==> src/rtl/fixed_point_pkg.sv <==
// fixed_point_pkg: Booth digit codes, rounding modes, FSM states and saturation limits for the fixed-point library
package fixed_point_pkg;
  typedef enum logic [2:0] {ZERO, PLUS_A, PLUS_2A, MINUS_A, MINUS_2A} booth_digit_e;
  typedef enum logic [1:0] {IDLE, RUN, DONE, HOLD} mul_state_e;
  localparam logic RND_TRUNC   = 1'b0;
  localparam logic RND_HALF_UP = 1'b1;
  function automatic booth_digit_e booth_decode(input logic [2:0] w);
    case (w)
      3'b001, 3'b010: return PLUS_A;
      3'b011:         return PLUS_2A;
      3'b100:         return MINUS_2A;
      3'b101, 3'b110: return MINUS_A;
      default:        return ZERO;
    endcase
  endfunction
  function automatic longint sat_max(input int w);
    return (longint'(1) << (w - 1)) - 1;
  endfunction
  function automatic longint sat_min(input int w);
    return -(longint'(1) << (w - 1));
  endfunction
endpackage

==> src/rtl/booth_digit_select.sv <==
// booth_digit_select: window_i (3-bit Booth window), a_i (A sign-extended by 2 bits) -> pp_o partial product 0/+-A/+-2A
module booth_digit_select
  import fixed_point_pkg::*;
#(
  parameter int W = 18
) (
  input  logic        [2:0]   window_i,
  input  logic signed [W-1:0] a_i,
  output logic signed [W-1:0] pp_o
);
  booth_digit_e d;
  always_comb begin
    d = booth_decode(window_i);
    pp_o = d == PLUS_A   ? a_i :
           d == PLUS_2A  ? a_i <<< 1 :
           d == MINUS_A  ? -a_i :
           d == MINUS_2A ? -(a_i <<< 1) : '0;
  end
endmodule

==> src/rtl/multiplier_booth_radix4_param.sv <==
// multiplier_booth_radix4_param: sequential radix-4 Booth Q-format multiplier; in clk/rst/A/B/start/round_mode, out result/overflow_flag/finish/busy
module multiplier_booth_radix4_param
  import fixed_point_pkg::*;
#(
  parameter int WIDTH = 16,
  parameter int FRAC  = 10
) (
  input  logic             clk,
  input  logic             rst,
  input  logic [WIDTH-1:0] A,
  input  logic [WIDTH-1:0] B,
  input  logic             start,
  input  logic             round_mode,
  output logic [WIDTH-1:0] result,
  output logic             overflow_flag,
  output logic             finish,
  output logic             busy
);
  localparam int AW = 2 * WIDTH + 2;
  localparam int PW = WIDTH + 2;
  localparam int CW = $clog2(WIDTH / 2);
  localparam logic signed [AW-1:0] RND_INC = (FRAC > 0) ? (AW'(1) << ((FRAC > 0) ? FRAC - 1 : 0)) : '0;
  localparam logic signed [AW-1:0] MAX_S = AW'(sat_max(WIDTH));
  localparam logic signed [AW-1:0] MIN_S = AW'(sat_min(WIDTH));
  mul_state_e state_q, state_d;
  logic signed [WIDTH-1:0] a_q;
  logic [WIDTH:0] b_q;
  logic rnd_q;
  logic [CW-1:0] cnt_q;
  logic signed [AW-1:0] acc_q;
  logic [WIDTH-1:0] result_q, res_d;
  logic ovf_q, ovf_d;
  logic accept, last;
  logic signed [PW-1:0] pp;
  logic signed [AW-1:0] rounded, shifted;
  booth_digit_select #(.W(PW)) u_sel (
    .window_i(b_q[2:0]),
    .a_i     ({{2{a_q[WIDTH-1]}}, a_q}),
    .pp_o    (pp)
  );
  always_ff @(posedge clk)
    if (rst) state_q <= IDLE;
    else     state_q <= state_d;
  always_comb begin
    accept = (state_q == IDLE || state_q == HOLD) && start;
    last = cnt_q == CW'(WIDTH / 2 - 1);
    state_d = accept ? RUN :
              state_q == RUN ? (last ? DONE : RUN) :
              state_q == DONE ? HOLD : state_q;
  end
  always_comb begin
    rounded = acc_q + ((rnd_q == RND_HALF_UP) ? RND_INC : '0);
    shifted = rounded >>> FRAC;
    ovf_d = shifted > MAX_S || shifted < MIN_S;
    res_d = shifted > MAX_S ? MAX_S[WIDTH-1:0] :
            shifted < MIN_S ? MIN_S[WIDTH-1:0] : shifted[WIDTH-1:0];
  end
  // b_q carries the implicit bit -1 in its LSB and shifts two places per digit
  always_ff @(posedge clk)
    if (rst) begin
      a_q <= '0;
      b_q <= '0;
      rnd_q <= RND_TRUNC;
      cnt_q <= '0;
      acc_q <= '0;
      result_q <= '0;
      ovf_q <= 1'b0;
    end else if (accept) begin
      a_q <= A;
      b_q <= {B, 1'b0};
      rnd_q <= round_mode;
      cnt_q <= '0;
      acc_q <= '0;
    end else if (state_q == RUN) begin
      acc_q <= acc_q + (AW'(pp) <<< {cnt_q, 1'b0});
      b_q <= b_q >> 2;
      cnt_q <= cnt_q + 1'b1;
    end else if (state_q == DONE) begin
      result_q <= res_d;
      ovf_q <= ovf_d;
    end
  always_comb begin
    finish = state_q == HOLD;
    busy = state_q == RUN || state_q == DONE;
    result = result_q;
    overflow_flag = ovf_q;
  end
endmodule

==> config.mk <==
export PLATFORM = sky130hd
export DESIGN_NAME = multiplier_booth_radix4_param
export DESIGN_NICKNAME = d
export VERILOG_FILES = /design/src/rtl/fixed_point_pkg.sv /design/src/rtl/booth_digit_select.sv /design/src/rtl/multiplier_booth_radix4_param.sv
export SDC_FILE = /design/constraint.sdc
export NUM_CORES = 1
export LEC_CHECK = 0
export ABC_AREA = 1
export CORE_MARGIN = 2
export CORE_UTILIZATION = 55
export DETAILED_ROUTE_END_ITERATION = 16
export GPL_TIMING_DRIVEN = 0
export PLACE_DENSITY = 0.81
export SYNTH_ARGS = -nofsm -noshare
export SYNTH_HDL_FRONTEND = slang
export SYNTH_SLANG_ARGS = --single-unit
==> constraint.sdc <==
create_clock -name clk -period 8.67 [get_ports clk]
set_input_delay 1.734 -clock clk [delete_from_list [all_inputs] [get_ports clk]]
set_output_delay 1.734 -clock clk [all_outputs]
set_load 0.005 [all_outputs]
Word level (Yosys, flattened, before mapping)
Index checks and enable logic that the tools add are counted.

Register bits after elaboration: 90. Output and inout bits: 19.

Add/subtract/negate cells: 5. Magnitude comparators: 2. Eq/ne operators: 14. Shift operators: 1. Muxes and demuxes: 14. Bitwise operators: 2. Reduce and logical (&&, ||, !) cells: 12.

Operators by type and width (number): 2-to-1 mux 18 bit (4); negator 18 bit (2); adder 34 x 10 -> 34 bit (1); adder 34 bit (1); 2-to-1 mux 17 bit (2); <<< shifter 18 x 4 -> 34 bit (1); 2-to-1 mux 16 bit (2); greater-than comparator 24 x 16 -> 1 bit (second input constant) (1); < comparator 24 x 16 -> 1 bit (second input constant) (1); == test 3 bit (second input constant) (5); == test 3 x 2 -> 1 bit (second input constant) (4); one-hot mux 3 bit (4 select lines) (1); 2-to-1 mux 10 bit (1); == test 3 x 1 -> 1 bit (second input constant) (2); 2-to-1 mux 2 bit (3); OR reduction 2 bit (3); == test 2 bit (second input constant) (2); nonzero test 2 bit (2); adder 3 x 1 -> 3 bit (second input constant) (1); logical OR 1 bit (3); AND reduction 3 bit (1); nonzero test 3 bit (1); == test 2 x 1 -> 1 bit (second input constant) (1); logical NOT 2 bit (1); other kinds (3) (4).

Logic depth before layout (Yosys ltp)
Depth in word-level cells: 10. Mapped depth: 30. Mapped depth without buffers: 29.

Cells and area by module
Synthesis repeated with hierarchy kept, for this count alone.

Cell total of the unflattened synthesis: 1387. Area total of the unflattened synthesis: 8027.7 um^2.

By module, submodules not included: multiplier_booth_radix4_param (times used 1, cells an instance 1185, area each 7068.0 um^2, sequential area each 1801.7 um^2); booth_digit_select (times used 1, cells an instance 202, area each 959.7 um^2, sequential area each 0.0 um^2).

Worst setup path before layout
Ideal clock, no wire load.

Kind: reg2reg. Start point: reg a_q[0]. End point: reg acc_q[25]. Setup time: 115 ps. Arrival time: 3091 ps. Required time: 8555 ps. Setup slack: 5464 ps. Cell stages (with the launch flop): 27. Clock period less this slack: 3206 ps. Path through: dfxtp_1 -> inv_1 -> ha_1 -> nand3_1 -> nor2_1 -> nand3b_1 -> nand3_1 -> nand3_1 -> inv_1 -> nand2_1 -> o21ai_0 -> nand2_1 -> nand2_1 -> o21ai_0 -> ha_1 -> nand2_1 -> inv_1 -> nand2_1 -> inv_1 -> a21oi_1 -> nand3_1 -> nand2_1 -> nand2_1 -> nand2_1 -> nand2_1 -> o21ai_0 -> inv_1.

Longest elaborated chain between the ends: 7.

Ends and longest elaborated chain: from (decl) (RTL line multiplier_booth_radix4_param.sv:26) `logic signed [WIDTH-1:0] a_q;`; from (signal assigned) (RTL line multiplier_booth_radix4_param.sv:61) `a_q <= '0;`; from (signal assigned) (RTL line multiplier_booth_radix4_param.sv:69) `a_q <= A;`; negator 18 bit (RTL line booth_digit_select.sv:17) `d == MINUS_2A ? -(a_i <<< 1) : '0;`; 2-to-1 mux 18 bit (RTL line booth_digit_select.sv:17); 2-to-1 mux 18 bit (RTL line booth_digit_select.sv:16) `d == MINUS_A ? -a_i :`; 2-to-1 mux 18 bit (RTL line booth_digit_select.sv:15) `d == PLUS_2A ? a_i <<< 1 :`; 2-to-1 mux 18 bit * (RTL line booth_digit_select.sv:14) `pp_o = d == PLUS_A ? a_i :`; <<< shifter 18 x 4 -> 34 bit * (RTL line multiplier_booth_radix4_param.sv:75) `acc_q <= acc_q + (AW'(pp) <<< {cnt_q, 1'b0});`; adder 34 bit * (RTL line multiplier_booth_radix4_param.sv:75); to (signal assigned) (RTL line multiplier_booth_radix4_param.sv:75); to (decl) (RTL line multiplier_booth_radix4_param.sv:30) `logic signed [AW-1:0] acc_q;`.

Mark *: on every way between the ends. The rest lies on a longest branch, timed or not. A chain may end at the register's enable or synchronous reset.

Worst setup path after layout
Start point: reg a_q[0]. End point: reg acc_q[33].

Same word-level chain as after synthesis.

==> impl_metrics.ini <==
[place]
dp_slack_ns = 4.37
gp_congestion = 1.05
hpwlAfterDp_um = 19200
io_buffers = 54

[global_route]
grtUsageTotal_pct = 31.9
grt_pass1_wl_um = 38000
first_global_vias = 7895
antenna_found_initial = 0
grt-ovfl-total = 0
grt_max_degree = 17

[synthesis]
synth.ff_latch_count = 90
synth_top_area_share_pct = 22.9
synthFlopType = dfxtp_1
syn_avg_cell_area_sq_um = 5.80
yosysMostFrequentCell = nand2_1
yosys_warnings = 0
ys_seq_area_share_pct = 22.9
synthArstFlopShare_pct = 0
netlist_area_sq_um = 7850
synth-edff-count = 0
ys_types = 37
syn_inst = 1353
yosys.area.top_type = dfxtp_1
synth_common_cells = 353 x nand2_1, 168 x inv_1, 162 x nor2_1, 152 x nand3_1, 121 x a21oi_1
syn_nets = 1430
synth.area.top_cells = dfxtp_1 23%, nand2_1 17%, nand3_1 9.7%

[sta]
fin_skew_ns = 0.00801
worst_hold_slack_ns = 0.463
worstMarginPinSlew_ns = 0.767
fin_crit_ns = 4.45
setup_tns_ns = 0
slew_headroom_pct = 48.3
setup_ws_ns = 4.22
max_freq_mhz = 224
rsz0062_at_grt = false
min_period_over_period_pct = 51.4
hold_violations = 0
setup_viol = 0
final_max_slew_viol_count = 0

[finish]
finalNetCount = 1495
n_antenna_cell = 0
drive_gt1_share_pct = 2.81
layout-area-overhead-vs-synth_pct = 13.3
fillers = 1362
fin_util_pct = 63.9

[power]
total_power_mw = 2.97
p_leak_nw = 4.12
peakVddDrop_v = 0.000204
powerDensity_nw_per_um2 = 334

[die]
die-area_sq_um = 15300
die_y_um = 123
core_sq_um = 13900
core.rowCount = 43
start_util_pct = 56.4
ioPinCount = 55
dieWidth_um = 123

[routing]
vias = 8843
drc_errors = 0
wl_per_cell_um = 14.7
drt_wl_total_um = 23500
via_per_inst = 5.52
ant_nets = 0
drt-initial-drc-count = 864
firstDrtPassIters = 8

[job]
cap_violations = 0

[worst_setup_path]
crit_fanout = 7
path_class = reg -> reg
worst_ep_required_time_ns = 8.89
endpoint_kind = flip-flop
worstPathArrival_ns = 4.67
start_kind = flip-flop

[cts]
cts_buffers = 9
insertion_delay_ns = 0.35
cts_sinks = 90
postCtsSetupBuffers = 0
htree_num_levels = 3
postCtsResizedCells = 0
cts_tree = done
postCtsHoldBufs = 0
root_buffer = clkbuf_16
clk_pin_slew_ns = 0.07
max-clock-path-buffers = 2

[worst_hold_path]
hp-class = reg -> reg

[outcome]
status = complete, no violations
## metrics by stage
step                      instances  cell area, sq um
after floorplan                1353              7850
after global placement         1587              8620
after detailed placement       1587              8620
after CTS                      1603              8900
after global routing           1603              8900
final                          1603              8900
## where the power goes
| group | switching, mW | internal (mW) | total, mW |
|---|---|---|---|
| logic | 1.27 | 0.642 | 1.92 |
| clock network | 0.181 | 0.198 | 0.380 |
| registers | 0.135 | 0.541 | 0.676 |
## worst paths after layout
kind	start	end	slack, ns	cells after the start
max	a_q[0]	acc_q[33]	4.22	25
min	b_q[15]	b_q[15]	0.46	2
max reg2reg	a_q[0]	acc_q[33]	4.22	25
min reg2reg	b_q[15]	b_q[15]	0.46	2
## routing by layer
metal | vias up | part of all wire, % | GRT usage (%)
met2 | 394 | 42 | 48.8
met4 | 0 | 3.1 | 11.4
met1 | 3875 | 44 | 43.7
li1 | 4505 | - | -
met5 | - | 0 | 0
met3 | 69 | 11 | 7.56
## worst max-delay path, cell delays in order, from the launching register on
cell and delay [ns]:
dfxtp_1 0.35, inv_1 0.21, ha_1 0.22, nand3_1 0.18, nor2_1 0.26, nand3b_1 0.20, nand3_1 0.16, nand3_1 0.32
inv_1 0.16, nand2_1 0.09, o21ai_0 0.12, nand2_1 0.09, nand2_1 0.11, a21oi_1 0.11, ha_1 0.42, nand2_1 0.10
nor2_1 0.16, nand2_1 0.09, nor4_1 0.36, nand3_1 0.17, inv_1 0.09, nor2_1 0.04, nand2_1 0.06, nand2_1 0.04
nand2_1 0.12, a21oi_1 0.08
## kinds of logic after synthesis
logic type | after synthesis | share of synthesized area (%)
flops | 90 | 22.9
simple gates | 697 | 36.8
buf+inv | 218 | 10.6
xor+xnor | 38 | 4.24
compound gates | 269 | 18.7
fa+ha+maj | 41 | 6.63
## cell usage in the layout, fill, tap and decap left out, types with 3 or more instances in the layout
cell type	netlist	layout
xnor2_1	7	7
clkbuf_1	43	44
ha_1	40	40
o22ai_1	11	11
nand2_2	4	4
nand3_1	152	152
nand2_1	353	353
o21bai_1	7	7
nand4_1	4	4
buf_1	4	4
a21o_1	3	3
a21oi_2	9	9
inv_1	168	168
clkbuf_16	0	9
dfxtp_1	90	90
clkdlybuf4s50_1	0	54
nor2_4	3	3
o21ai_0	104	104
xor2_1	31	31
nor2_1	162	162
a21oi_1	121	121
o211ai_1	6	6
nor3_1	10	10
## sequential cells by signal (all words and copies together), names as in the netlist
name and cells:
acc_q 34, rnd_q 1, b_q 17, overflow_flag 1
state_q 2, result 16, a_q 16, cnt_q 3
## area by class of cell
| cell class | instances | area (sq um) | share of cell area [%] |
|---|---|---|---|
| Multi-Input combinational cell | 1045 | 5220 | 58.6 |
| Buffer | 50 | 204 | 2.29 |
| Clock buffer | 10 | 229 | 2.57 |
| Timing Repair Buffer | 54 | 541 | 6.08 |
| Tap cell | 180 | 225 | 2.53 |
| Clock inverter | 6 | 48.8 | 0.548 |
| Sequential cell | 90 | 1800 | 20.3 |
| Inverter | 168 | 631 | 7.09 |
No activity file was read; power rests on OpenSTA's default activity.
